[src/rtl/uart_loader_if.sv]
// Memory write port of the boot loader: a word address, a 32-bit data word,
// and a write request that is held until the memory signals ready.
interface uart_loader_if #(
  parameter int unsigned ADDR_W = 16
) ();
  logic [ADDR_W-1:0] mem_addr;
  logic [31:0]       mem_wdata;
  logic              mem_we;
  logic              mem_ready;

  modport master (output mem_addr, output mem_wdata, output mem_we, input mem_ready);
  modport slave  (input mem_addr, input mem_wdata, input mem_we, output mem_ready);
endinterface

[src/rtl/uart_loader.sv]
// Turns the UART byte stream (sync, header, data, checksum) into 32-bit memory
// writes for the boot path; holds the CPU via busy while a frame is loading.
module uart_loader #(
  parameter int unsigned ADDR_W      = 16,
  parameter logic [7:0]  SYNC_BYTE   = 8'hA5,
  parameter int unsigned TIMEOUT_CYC = 1000000
) (
  input  logic                 clk,
  input  logic                 rst_n,
  input  logic                 rx_done,
  input  logic [7:0]           rx_data,
  uart_loader_if.master        mem,
  output logic                 busy,
  output logic                 load_done,
  output logic                 load_err,
  output logic [1:0]           err_code
);

  localparam int unsigned   TW     = $clog2(TIMEOUT_CYC + 1);
  localparam logic [TW-1:0] T_LAST = TW'(TIMEOUT_CYC - 1);

  typedef enum logic [2:0] {S_IDLE, S_HDR, S_DATA, S_WRITE, S_CHK} state_e;

  state_e            state_q, state_d;
  logic [1:0]        idx_q, idx_d;
  logic [ADDR_W-1:0] addr_q, addr_d;
  logic [31:0]       wdata_q, wdata_d;
  logic              we_q, we_d;
  logic [15:0]       cnt_q, cnt_d;
  logic [7:0]        xor_q, xor_d;
  logic [7:0]        pend_q, pend_d;
  logic              pend_v_q, pend_v_d;
  logic [TW-1:0]     timer_q, timer_d;
  logic              done_q, done_d;
  logic              err_q, err_d;
  logic [1:0]        code_q, code_d;

  logic              byte_v;
  logic [7:0]        byte_b;
  logic [15:0]       a16;
  logic [15:0]       cnt_dec;
  logic              counting;
  logic              timeout;
  logic              fail;
  logic [1:0]        fail_code;

  always_comb begin
    // NOTE: every signal written here gets a default first, so no path can infer a latch.
    state_d   = state_q;
    idx_d     = idx_q;
    addr_d    = addr_q;
    wdata_d   = wdata_q;
    we_d      = we_q;
    cnt_d     = cnt_q;
    xor_d     = xor_q;
    pend_d    = pend_q;
    pend_v_d  = pend_v_q;
    timer_d   = timer_q;
    done_d    = 1'b0;
    err_d     = 1'b0;
    code_d    = code_q;
    fail      = 1'b0;
    fail_code = 2'd0;
    a16       = 16'(addr_q);
    cnt_dec   = cnt_q - 16'd1;
    counting  = (state_q == S_HDR) || (state_q == S_DATA) || (state_q == S_CHK);

    // A byte parked during WRITE is consumed first; a new strobe in the same cycle refills the skid.
    if (((state_q == S_DATA) || (state_q == S_CHK)) && pend_v_q) begin
      byte_v   = 1'b1;
      byte_b   = pend_q;
      pend_v_d = rx_done;
      if (rx_done) pend_d = rx_data;
    end else begin
      byte_v = rx_done;
      byte_b = rx_data;
    end

    if (rx_done)       timer_d = '0;
    else if (counting) timer_d = timer_q + 1'b1;
    timeout = counting && !byte_v && (timer_d == T_LAST);

    case (state_q)
      S_IDLE: begin
        if (rx_done && (rx_data == SYNC_BYTE)) begin
          state_d = S_HDR;
          code_d  = 2'd0;
          xor_d   = 8'h00;
          idx_d   = 2'd0;
        end
      end
      S_HDR: begin
        if (byte_v) begin
          xor_d = xor_q ^ byte_b;
          idx_d = idx_q + 2'd1;
          case (idx_q)
            2'd0:    a16[7:0]  = byte_b;
            2'd1:    a16[15:8] = byte_b;
            2'd2:    cnt_d[7:0] = byte_b;
            default: begin
              cnt_d[15:8] = byte_b;
              state_d     = ({byte_b, cnt_q[7:0]} == 16'd0) ? S_CHK : S_DATA;
            end
          endcase
          addr_d = ADDR_W'(a16);
        end
      end
      S_DATA: begin
        if (byte_v) begin
          wdata_d[8*idx_q +: 8] = byte_b;
          xor_d = xor_q ^ byte_b;
          idx_d = idx_q + 2'd1;
          if (idx_q == 2'd3) begin
            state_d = S_WRITE;
            we_d    = 1'b1;
          end
        end
      end
      S_WRITE: begin
        if (rx_done && pend_v_q) begin
          fail      = 1'b1;
          fail_code = 2'd3;
        end else begin
          if (rx_done) begin
            pend_d   = rx_data;
            pend_v_d = 1'b1;
          end
          if (mem.mem_ready) begin
            we_d    = 1'b0;
            cnt_d   = cnt_dec;
            addr_d  = addr_q + 1'b1;
            state_d = (cnt_dec == 16'd0) ? S_CHK : S_DATA;
          end
        end
      end
      S_CHK: begin
        if (byte_v) begin
          if (byte_b == xor_q) begin
            done_d = 1'b1;
          end else begin
            fail      = 1'b1;
            fail_code = 2'd1;
          end
          state_d  = S_IDLE;
          pend_v_d = 1'b0;
        end
      end
      default: state_d = S_IDLE;
    endcase

    if (timeout) begin
      fail      = 1'b1;
      fail_code = 2'd2;
    end

    // Any abort returns to IDLE; words already written are left in memory.
    if (fail) begin
      err_d    = 1'b1;
      done_d   = 1'b0;
      code_d   = fail_code;
      we_d     = 1'b0;
      pend_v_d = 1'b0;
      state_d  = S_IDLE;
    end
  end

  // NOTE: all state updates use non-blocking assignments so every flop samples the same pre-edge values.
  always_ff @(posedge clk or negedge rst_n) begin
    if (!rst_n) begin
      state_q  <= S_IDLE;
      idx_q    <= 2'd0;
      addr_q   <= '0;
      wdata_q  <= 32'h0;
      we_q     <= 1'b0;
      cnt_q    <= 16'h0;
      xor_q    <= 8'h00;
      pend_q   <= 8'h00;
      pend_v_q <= 1'b0;
      timer_q  <= '0;
      done_q   <= 1'b0;
      err_q    <= 1'b0;
      code_q   <= 2'd0;
    end else begin
      state_q  <= state_d;
      idx_q    <= idx_d;
      addr_q   <= addr_d;
      wdata_q  <= wdata_d;
      we_q     <= we_d;
      cnt_q    <= cnt_d;
      xor_q    <= xor_d;
      pend_q   <= pend_d;
      pend_v_q <= pend_v_d;
      timer_q  <= timer_d;
      done_q   <= done_d;
      err_q    <= err_d;
      code_q   <= code_d;
    end
  end

  assign mem.mem_addr  = addr_q;
  assign mem.mem_wdata = wdata_q;
  assign mem.mem_we    = we_q;
  assign busy          = (state_q != S_IDLE);
  assign load_done     = done_q;
  assign load_err      = err_q;
  assign err_code      = code_q;

endmodule

[src/flat_wrapper.sv]
// flat-port wrapper written by rule: the top's interface ports become plain ports
module uart_loader_flat 
#(
  parameter int unsigned ADDR_W      = 16,
  parameter logic [7:0]  SYNC_BYTE   = 8'hA5,
  parameter int unsigned TIMEOUT_CYC = 1000000
)
  (clk, rst_n, rx_done, rx_data, busy, load_done, load_err, err_code, mem_mem_addr, mem_mem_wdata, mem_mem_we, mem_mem_ready);
  uart_loader_if #(.ADDR_W(ADDR_W)) mem_i ();
  input  logic clk;
  input  logic rst_n;
  input  logic rx_done;
  input  logic [7:0] rx_data;
  output logic busy;
  output logic load_done;
  output logic load_err;
  output logic [1:0] err_code;
  output wire logic [$bits(mem_i.mem_addr)-1:0] mem_mem_addr;
  output wire logic [$bits(mem_i.mem_wdata)-1:0] mem_mem_wdata;
  output wire logic [$bits(mem_i.mem_we)-1:0] mem_mem_we;
  input wire logic [$bits(mem_i.mem_ready)-1:0] mem_mem_ready;
  assign mem_mem_addr = mem_i.mem_addr;
  assign mem_mem_wdata = mem_i.mem_wdata;
  assign mem_mem_we = mem_i.mem_we;
  assign mem_i.mem_ready = mem_mem_ready;
  uart_loader #(.ADDR_W(ADDR_W), .SYNC_BYTE(SYNC_BYTE), .TIMEOUT_CYC(TIMEOUT_CYC)) u_core (.clk(clk), .rst_n(rst_n), .rx_done(rx_done), .rx_data(rx_data), .mem(mem_i), .busy(busy), .load_done(load_done), .load_err(load_err), .err_code(err_code));
endmodule
[config.mk]
export PLATFORM = sky130hd
export DESIGN_NAME = uart_loader_flat
export DESIGN_NICKNAME = d
export VERILOG_FILES = /design/src/rtl/uart_loader_if.sv /design/src/rtl/uart_loader.sv /design/src/flat_wrapper.sv
export SDC_FILE = /design/constraint.sdc
export NUM_CORES = 1
export LEC_CHECK = 0
export BUFFER_PORTS_ARGS = -buffer_cell sky130_fd_sc_hd__buf_4
export CAP_MARGIN = 5
export CORE_ASPECT_RATIO = 0.9
export CORE_MARGIN = 2
export CORE_UTILIZATION = 31
export CTS_CLUSTER_SIZE = 20
export DETAILED_ROUTE_END_ITERATION = 8
export PLACE_DENSITY = 0.47
export SLEW_MARGIN = 20
export SYNTH_ARGS = -nofsm -noshare
export SYNTH_HDL_FRONTEND = slang
export SYNTH_SLANG_ARGS = --single-unit
export TNS_END_PERCENT = 5
[constraint.sdc]
create_clock -name clk -period 2.8 [get_ports clk]
set_input_delay 0.56 -clock clk [delete_from_list [all_inputs] [get_ports clk]]
set_output_delay 0.56 -clock clk [all_outputs]
set_load 0.02 [all_outputs]
==> results summary, run 1 <==
The flow ran to the end, and the final reports show no timing, DRC or antenna violations. The slowest cell on the critical path is or4_4. The worst-case register-to-register setup slack came out at 0.14 ns. The worst slack at placement is -0.0281 ns. The number of global-route vias before repair is 5534. The register share of total power is 0.395. The routed length per placed instance is 17.5 um. The die outline area came out at 21400 um2. The busiest layer in global routing is met2. The final weighted congestion in routability-driven placement came out at 0.824. The share of post-route cells with drive strength above 1 came out at 0.188. The setup path with the least slack is of type register to register.

The analysis attributes to cell leakage a power of 3.38 nW. Setup violations remaining at the end of the flow were counted as 0. STA puts the critical path data arrival time at 2.86 ns. The final period demand of the worst path is 2.66 ns. The number of iterations in the first detailed-routing pass is 5. For this block, the initial DRC count from the detailed router was 416. The library cell used most frequently in the layout, excluding fill and tap cells, is buf_4.

In this run, synthesis produced a sequential element count of 111. The placed instances occupy a cell area of 7370 um2. The max-slew violation count came out at 0. Measured on the finished design, the core utilization comes to 0.385.

The half-perimeter wire length of the detailed placement result came out at 13.7 mm. Among all flip-flop cells after synthesis, the most frequent one is dfrtp_1. The count of buffers added on input and output ports is 65. The initial antenna violation count is 0. STA classifies the critical path endpoint as a register. After detailed routing, the total wire length is 18.7 mm.

Counting flops with a built-in enable in the synthesized netlist gives 0. For the pin with the worst max-slew slack, the measured transition is 0.747 ns. The cell total after placement is 1054. The starting utilization of the core area is 0.316.

Setup repair after global routing could not meet its margin everywhere. Counting flops with an async set or reset pin after synthesis yields a share of 1.00. The global-route wire length before repair came out at 30.6 mm. The worst-path maximum fanout came out at 8. In the global route stage, met3 resource usage came out at 0.0384. The number of design rule violations left after detail routing is 0. Relative to the synthesized area, the layout overhead comes to 21.9%. The number of clock buffers added by TritonCTS is 9. The hold violation total from the final report came to 0. The setup slack after layout came out at 0.139 ns. Once detail routing completed, the nets flagged for antenna violations numbered 0.

The warning count from the yosys run is 0. Yosys mapped the design onto 66 distinct sky130hd cell types. In this run the horizontal extent of the chip is 154 um. The detailed-route vias per instance is 5.40. For this design the ratio of total power to cell area is 864 nW/um2.

The I/O pin count is 66. The H-tree generated during clock tree synthesis spans 3 levels. The floorplan step defined a core boundary enclosing 19900 um2. The signal on the critical path passes through or3b_4 > o21a_4 > or4_4 > a2111oi_4 > nand4_1 > nor4_4 > buf_4 > nor3_1.

After global routing the overflow that remains totals 0. The total of max-cap violations is 0. The path class of the tightest hold or removal check is primary input to asynchronous set/reset pin. For this design the total switching power over the nets is 2.73 mW. The height of the die came out at 139 um.

The tree built by TritonCTS fans out to 111 sinks. The final critical-path share of the clock period is 0.951. The clock input transition at the sequential cells of the worst setup and hold paths is 0.07 ns. In the layout the commonest cells are buf_4, dfrtp_1, nand2_1. Of the total power, the share spent switching nets is 0.412. The post-synthesis cell count is 715. Summing internal, switching and leakage power gives 6.62 mW. The launching element of the worst setup path is u_core.state_q[1]. The fmax came out at 376 MHz.

For the final database, setup skew stands at 0.0115 ns. The mean instance size in the synthesized netlist came out at 8.79 um2. The final cell count without fillers came out at 1068. The proportion of power drawn by combinational gates came out at 0.411. Sorting the synthesized cells by area gives the leading types as dfrtp_1, o21ai_0, nand2_1.

The tree is rooted in a clkbuf_16. The kind of launch point of the worst setup path is a register. The internal power consumption is 3.90 mW. The cell taking the most area after synthesis is dfrtp_1. The net count after synthesis is 737. The CTS tree is built.

The largest net degree at the start of global routing is 57. 0 antenna diodes ended up in the layout. The delay contributed by the slowest stage of the critical path came out at 0.54 ns. The fraction of post-synthesis cell area in the top cell type by area came out at 0.442. The sequential area share after synthesis is 0.442.

The number of rows in the core area came out at 49. Hold is met by 0.265 ns. The via count is 5762.

For this run, the total global-route usage over all layers was measured as 0.179. The global-route met1 utilization is 0.259. For the final routed database, the setup TNS stands at 0 ns.

Of the total power, the clock network draws 0.194. At the later pin of the worst-skew pair, clock insertion delay measures 0.36 ns. The number of nets at the end of the flow came out at 832. The final design instance area without fill is 7660 um2. The met2 global-route usage came out at 0.270. The required time at the worst-slack endpoint is 3.00 ns.

The worst ir drop on vdd is 0.480 mV. The worst-case headroom to the max-slew limit is 0.502. The mapped netlist covers 6290 um2. The launch point of the worst reg-to-reg path is u_core.state_q[1].

The maximum count of clock buffers along a single path is 2.
[cell usage after synthesis, types with 4 or more instances]
library cell and number:
a2111oi_0 4, a21oi_1 52, a22oi_1 5, a31oi_1 9, and2_1 4, and3_1 4, and4_1 4, buf_2 4
clkbuf_1 26, dfrtp_1 111, ha_1 10, inv_1 27, mux2_2 9, mux2i_1 12, nand2_1 96, nand2b_1 5
nand3_1 15, nand4_1 14, nor2_1 56, nor2b_1 5, nor3_1 21, nor4_1 10, o21a_1 6, o21ai_0 75
o22a_1 9, o22ai_1 5, o31ai_1 16, or2_2 6, or3_1 6, or4_1 6, xnor2_1 18, xor2_1 11
[per-layer routing]
layer / up-vias / share of wire
met2: 139 / 0.45
met3: 20 / 0.035
met5: - / 0
met1: 2830 / 0.50
met4: 0 / 0.015
li1: 2773 / -
[cell type report]
class                           instances  area (um2)
Multi-Input combinational cell        543        3290
Tap cell                              255         319
Inverter                               27         101
Clock buffer                           11         233
Sequential cell                       111        2780
Fill cell                            2011       12300
Timing Repair Buffer                  118         898
Clock inverter                          3        46.3
[critical path, delay by kind of cell (launching register included)]
kind | cells | cell delay [ns]
DFF | 1 | 0.45
buffers and inverters | 1 | 0.19
and+or+nand+nor | 5 | 1.37
AOI/OAI and AO/OA | 2 | 0.50
[sequential cells by signal, indices dropped and copies added (netlist names), 2 cells and up]
name	cells
u_core.pend_q	8
u_core.idx_q	2
u_core.state_q	3
u_core.cnt_q	16
u_core.mem.mem_addr	16
u_core.xor_q	8
u_core.err_code	2
u_core.mem.mem_wdata	32
u_core.timer_q	20
[what timing repair did]
action,in CTS,in global routing
hold buffers,0,0
setup buffers,0,0
resized for setup,1,6
setup endpoints to repair,8,7
pin swaps,1,0
endpoints found under the hold margin,0,0
[cell families (layout without fill, tap and decap cells)]
| group | count (synthesis) | after routing | synth area share |
|---|---|---|---|
| AO/OA/AOI/OAI | 216 | 216 | 0.216 |
| XOR/XNOR | 29 | 29 | 0.0404 |
| adder cells (fa/ha/maj) | 10 | 10 | 0.0199 |
| buffers and inverters | 61 | 159 | 0.0378 |
| flip-flops | 111 | 111 | 0.442 |
| multiplexers | 21 | 21 | 0.0352 |
| AND/OR/NAND/NOR | 267 | 267 | 0.209 |
[power by group through the flow]
stage                     Sequential [mW]  Combinational [mW]  Clock [mW]
final                                2.62                2.72        1.28
after detailed placement             2.63                2.72           0
after floorplan                      2.72                1.49           0
after global routing                 2.69                3.03        1.39
after CTS                            2.60                2.73        1.32
after global placement               2.61                2.68           0
[worst paths after layout]
path | endpoint | depth (start not counted)
max in group asynchronous | u_core.timer_q[5] | 2
max | u_core.state_q[0] | 8
min in group clk | u_core.pend_q[6] | 2
min reg2reg | u_core.mem.mem_wdata[11] | 2
max reg2reg | u_core.state_q[0] | 8
min | u_core.mem.mem_wdata[26] | 1
Power figures use the tool's default switching activity.
==> inputs of run 2 (changes only) <==
--- a/config.mk
+++ b/config.mk
@@ -5,14 +5,14 @@
 export SDC_FILE = /design/constraint.sdc
 export NUM_CORES = 1
 export LEC_CHECK = 0
-export BUFFER_PORTS_ARGS = -buffer_cell sky130_fd_sc_hd__buf_4
 export CAP_MARGIN = 5
 export CORE_ASPECT_RATIO = 0.9
 export CORE_MARGIN = 2
 export CORE_UTILIZATION = 31
 export CTS_CLUSTER_SIZE = 20
 export DETAILED_ROUTE_END_ITERATION = 8
-export PLACE_DENSITY = 0.47
+export DONT_BUFFER_PORTS = 1
+export PLACE_DENSITY_LB_ADDON = 0.1
 export SLEW_MARGIN = 20
 export SYNTH_ARGS = -nofsm -noshare
 export SYNTH_HDL_FRONTEND = slang
==> results summary, run 2 (synthesis gave the netlist of run 1 again) <==
The flow ran to the end, but the final reports show violations. The checks that failed: hold timing. The insertion delay of the later-clocked pin in the worst-skew pair came out at 0.36 ns. Of the total power, the share spent switching nets is 0.431.

The worst ir drop on vdd is 0.360 mV. The routed design has 18.5 mm of wire. For this design the ratio of total power to cell area is 875 nW/um2. The final weighted congestion in routability-driven placement came out at 0.870. The number of flip-flops in the largest register is 32. The worst setup path is launched from a register. The kind of end point of the critical path is a register.

The area of the placeable core is 19900 um2. The endpoint of the worst setup timing path is u_core.mem.mem_we. For this run, the detailed router's first-pass iteration total came to 5. The maximum count of clock buffers along a single path came out at 2. In the finished design, the share of the clock period the worst path needs comes to 0.957. Entering global routing, the biggest net connects 112 pins. For the pin with the worst max-slew slack, the measured transition is 0.621 ns. The final setup violation count is 0. The fmax is 373 MHz. The endpoint of the worst register-to-register path is u_core.mem.mem_we.

The critical path data arrival time is 2.89 ns. The clock input transition at the sequential cells of the worst setup and hold paths is 0.08 ns. In this run the static leakage power is 3.04 nW.

The worst-case clock skew came out at 0.0154 ns. The global-route wire length before repair came out at 29.8 mm. The number of global-route vias before repair is 5261. The H-tree depth came out at 3. The number of nets at the end of the flow came out at 765. The routed length per placed instance is 18.4 um. The setup path with the least slack is of type register to register. The internal power of the cells totals 3.58 mW. The reported net switching power is 2.71 mW. The half-perimeter wire length of the detailed placement result is 13.2 mm. The worst hold path belongs to the class primary input to asynchronous set/reset pin.

The remaining antenna violation count after routing is 0. In this run the tool buffered the top-level ports with 0 buffer cells. The startpoint identified for the worst register-to-register timing path is u_core.state_q[0]. The total of max-cap violations came out at 0. Setup repair after global routing could not meet its margin everywhere. In the routed design, unresolved DRC markers number 0.

The final period demand of the worst path is 2.68 ns. The depth of the worst register-to-register path came out at 8. TritonCTS built the clock tree. The number of violations reported at the end of detailed-routing iteration 0 came out at 398. The via count came out at 5510. The sum of internal, switching and leakage power came out at 6.29 mW. The overall fraction of global-route tracks in use came out at 0.175.

The final cell count without fillers is 1003. The repair_antennas step left the layout with diodes totalling 0. Across all hold checks on the routed design, the worst slack comes to -0.115 ns. The worst-case headroom to the max-slew limit is 0.582.

The root buffer cell chosen for the clock tree is clkbuf_16. The worst-path maximum fanout is 8. CTS saw 111 sinks. Measured along the y axis, the die boundary spans 139 um. The worst-case register-to-register setup slack came out at 0.12 ns. The clock buffer count from CTS is 9. The initial antenna violation count came out at 0.

The cell total after placement is 981. In the layout the commonest cells are dfrtp_1, nand2_1, o21ai_0. The I/O pin count came out at 66. The starting utilization of the core area is 0.316.

The post-placement cell area came out at 6810 um2. The area growth from synthesis to layout came out at 14.3%. The number of rows in the core area is 49. The die is 154 um wide.

The remaining global-route overflow came out at 0. The detailed-route vias per instance is 5.49. The library cell used most frequently in the layout, excluding fill and tap cells, is dfrtp_1. The share of total power dissipated in the clock network is 0.213.

The die outline area came out at 21400 um2. Data on the critical path is required at its endpoint by 3.01 ns. The final design instance area without fill came out at 7190 um2. Of the total power, registers draw 0.460. The hold violation total from the final report is 111. The share of post-route cells with drive strength above 1 came out at 0.124. The launching element of the worst setup path is u_core.state_q[0]. The proportion of power drawn by combinational gates is 0.327.

The max-slew violation count was 0.
[run 2: cell types whose count changed in the layout (fill, tap and decap cells not counted), sizes merged]
cell and change:
buf -67, clkinv +2, inv +4, clkbuf -2, clkinvlp -1, bufinv -1
[run 2: how the worst min path moves through the flow]
| stage | from | end | slack (ns) | cells after the start |
|---|---|---|---|---|
| after CTS | rst_n | u_core.mem.mem_wdata[24] | -0.13 | 0 |
| after global placement | rst_n | u_core.mem.mem_wdata[24] | 0.27 | 0 |
| after detailed placement | rst_n | u_core.mem.mem_wdata[24] | 0.27 | 0 |
| final | rst_n | u_core.mem.mem_wdata[24] | -0.12 | 0 |
| after global routing | rst_n | u_core.cnt_q[9] | -0.13 | 0 |
| after floorplan | rst_n | u_core.cnt_q[0] | 0.26 | 0 |
[run 2: through the flow]
step | util | setup WS, ns | hold WS (ns) | TNS, ns
floorplan | - | 0.0919 | 0.264 | 0
global placement | 0.342 | 0.0606 | 0.267 | 0
detailed placement | 0.342 | 0.0177 | 0.268 | 0
CTS | 0.357 | 0.0131 | -0.131 | 0
global route | 0.361 | -0.0189 | -0.134 | -0.0191
finish | 0.361 | 0.119 | -0.115 | 0
[run 2: layer usage]
layer / up-vias / track usage / part of all wire
met5: - / 0 / 0
met2: 136 / 0.269 / 0.45
li1: 2651 / - / -
met4: 0 / 0.0418 / 0.012
met1: 2709 / 0.252 / 0.48
met3: 14 / 0.0391 / 0.056
[run 2: critical path, cell delays in order (launching register included)]
cell and delay [ns]:
dfrtp_2 0.45, or3b_4 0.38, o21a_1 0.15, or4_4 0.54
a2111oi_4 0.31, nand4_1 0.19, nor4_4 0.27, buf_4 0.19
nor3_1 0.06
[run 2: area by class of cell]
| class | count | area (um2) |
|---|---|---|
| fillers | 2034 | 12700 |
| multi-input cells | 543 | 3300 |
| flip-flops and latches | 111 | 2780 |
| repair buffers | 51 | 383 |
| well taps | 255 | 319 |
| clock buffers | 9 | 225 |
| inverters | 27 | 101 |
| clock inverters | 7 | 81.3 |
[run 2: timing repair]
action / CTS / global route
setup endpoints to repair: 2 / 9
pin swaps: 0 / 2
hold endpoints to repair: 111 / 111
gates resized for setup: 1 / 7
buffers inserted: 0 / 6
[run 2: power by group through the flow]
stage	combinational, mW	sequential, mW	clock, mW
after detailed placement	2.01	2.93	0
final	2.05	2.89	1.34
after global placement	1.98	2.92	0
after global routing	2.34	2.98	1.46
after floorplan	1.49	2.72	0
after CTS	2.02	2.90	1.40
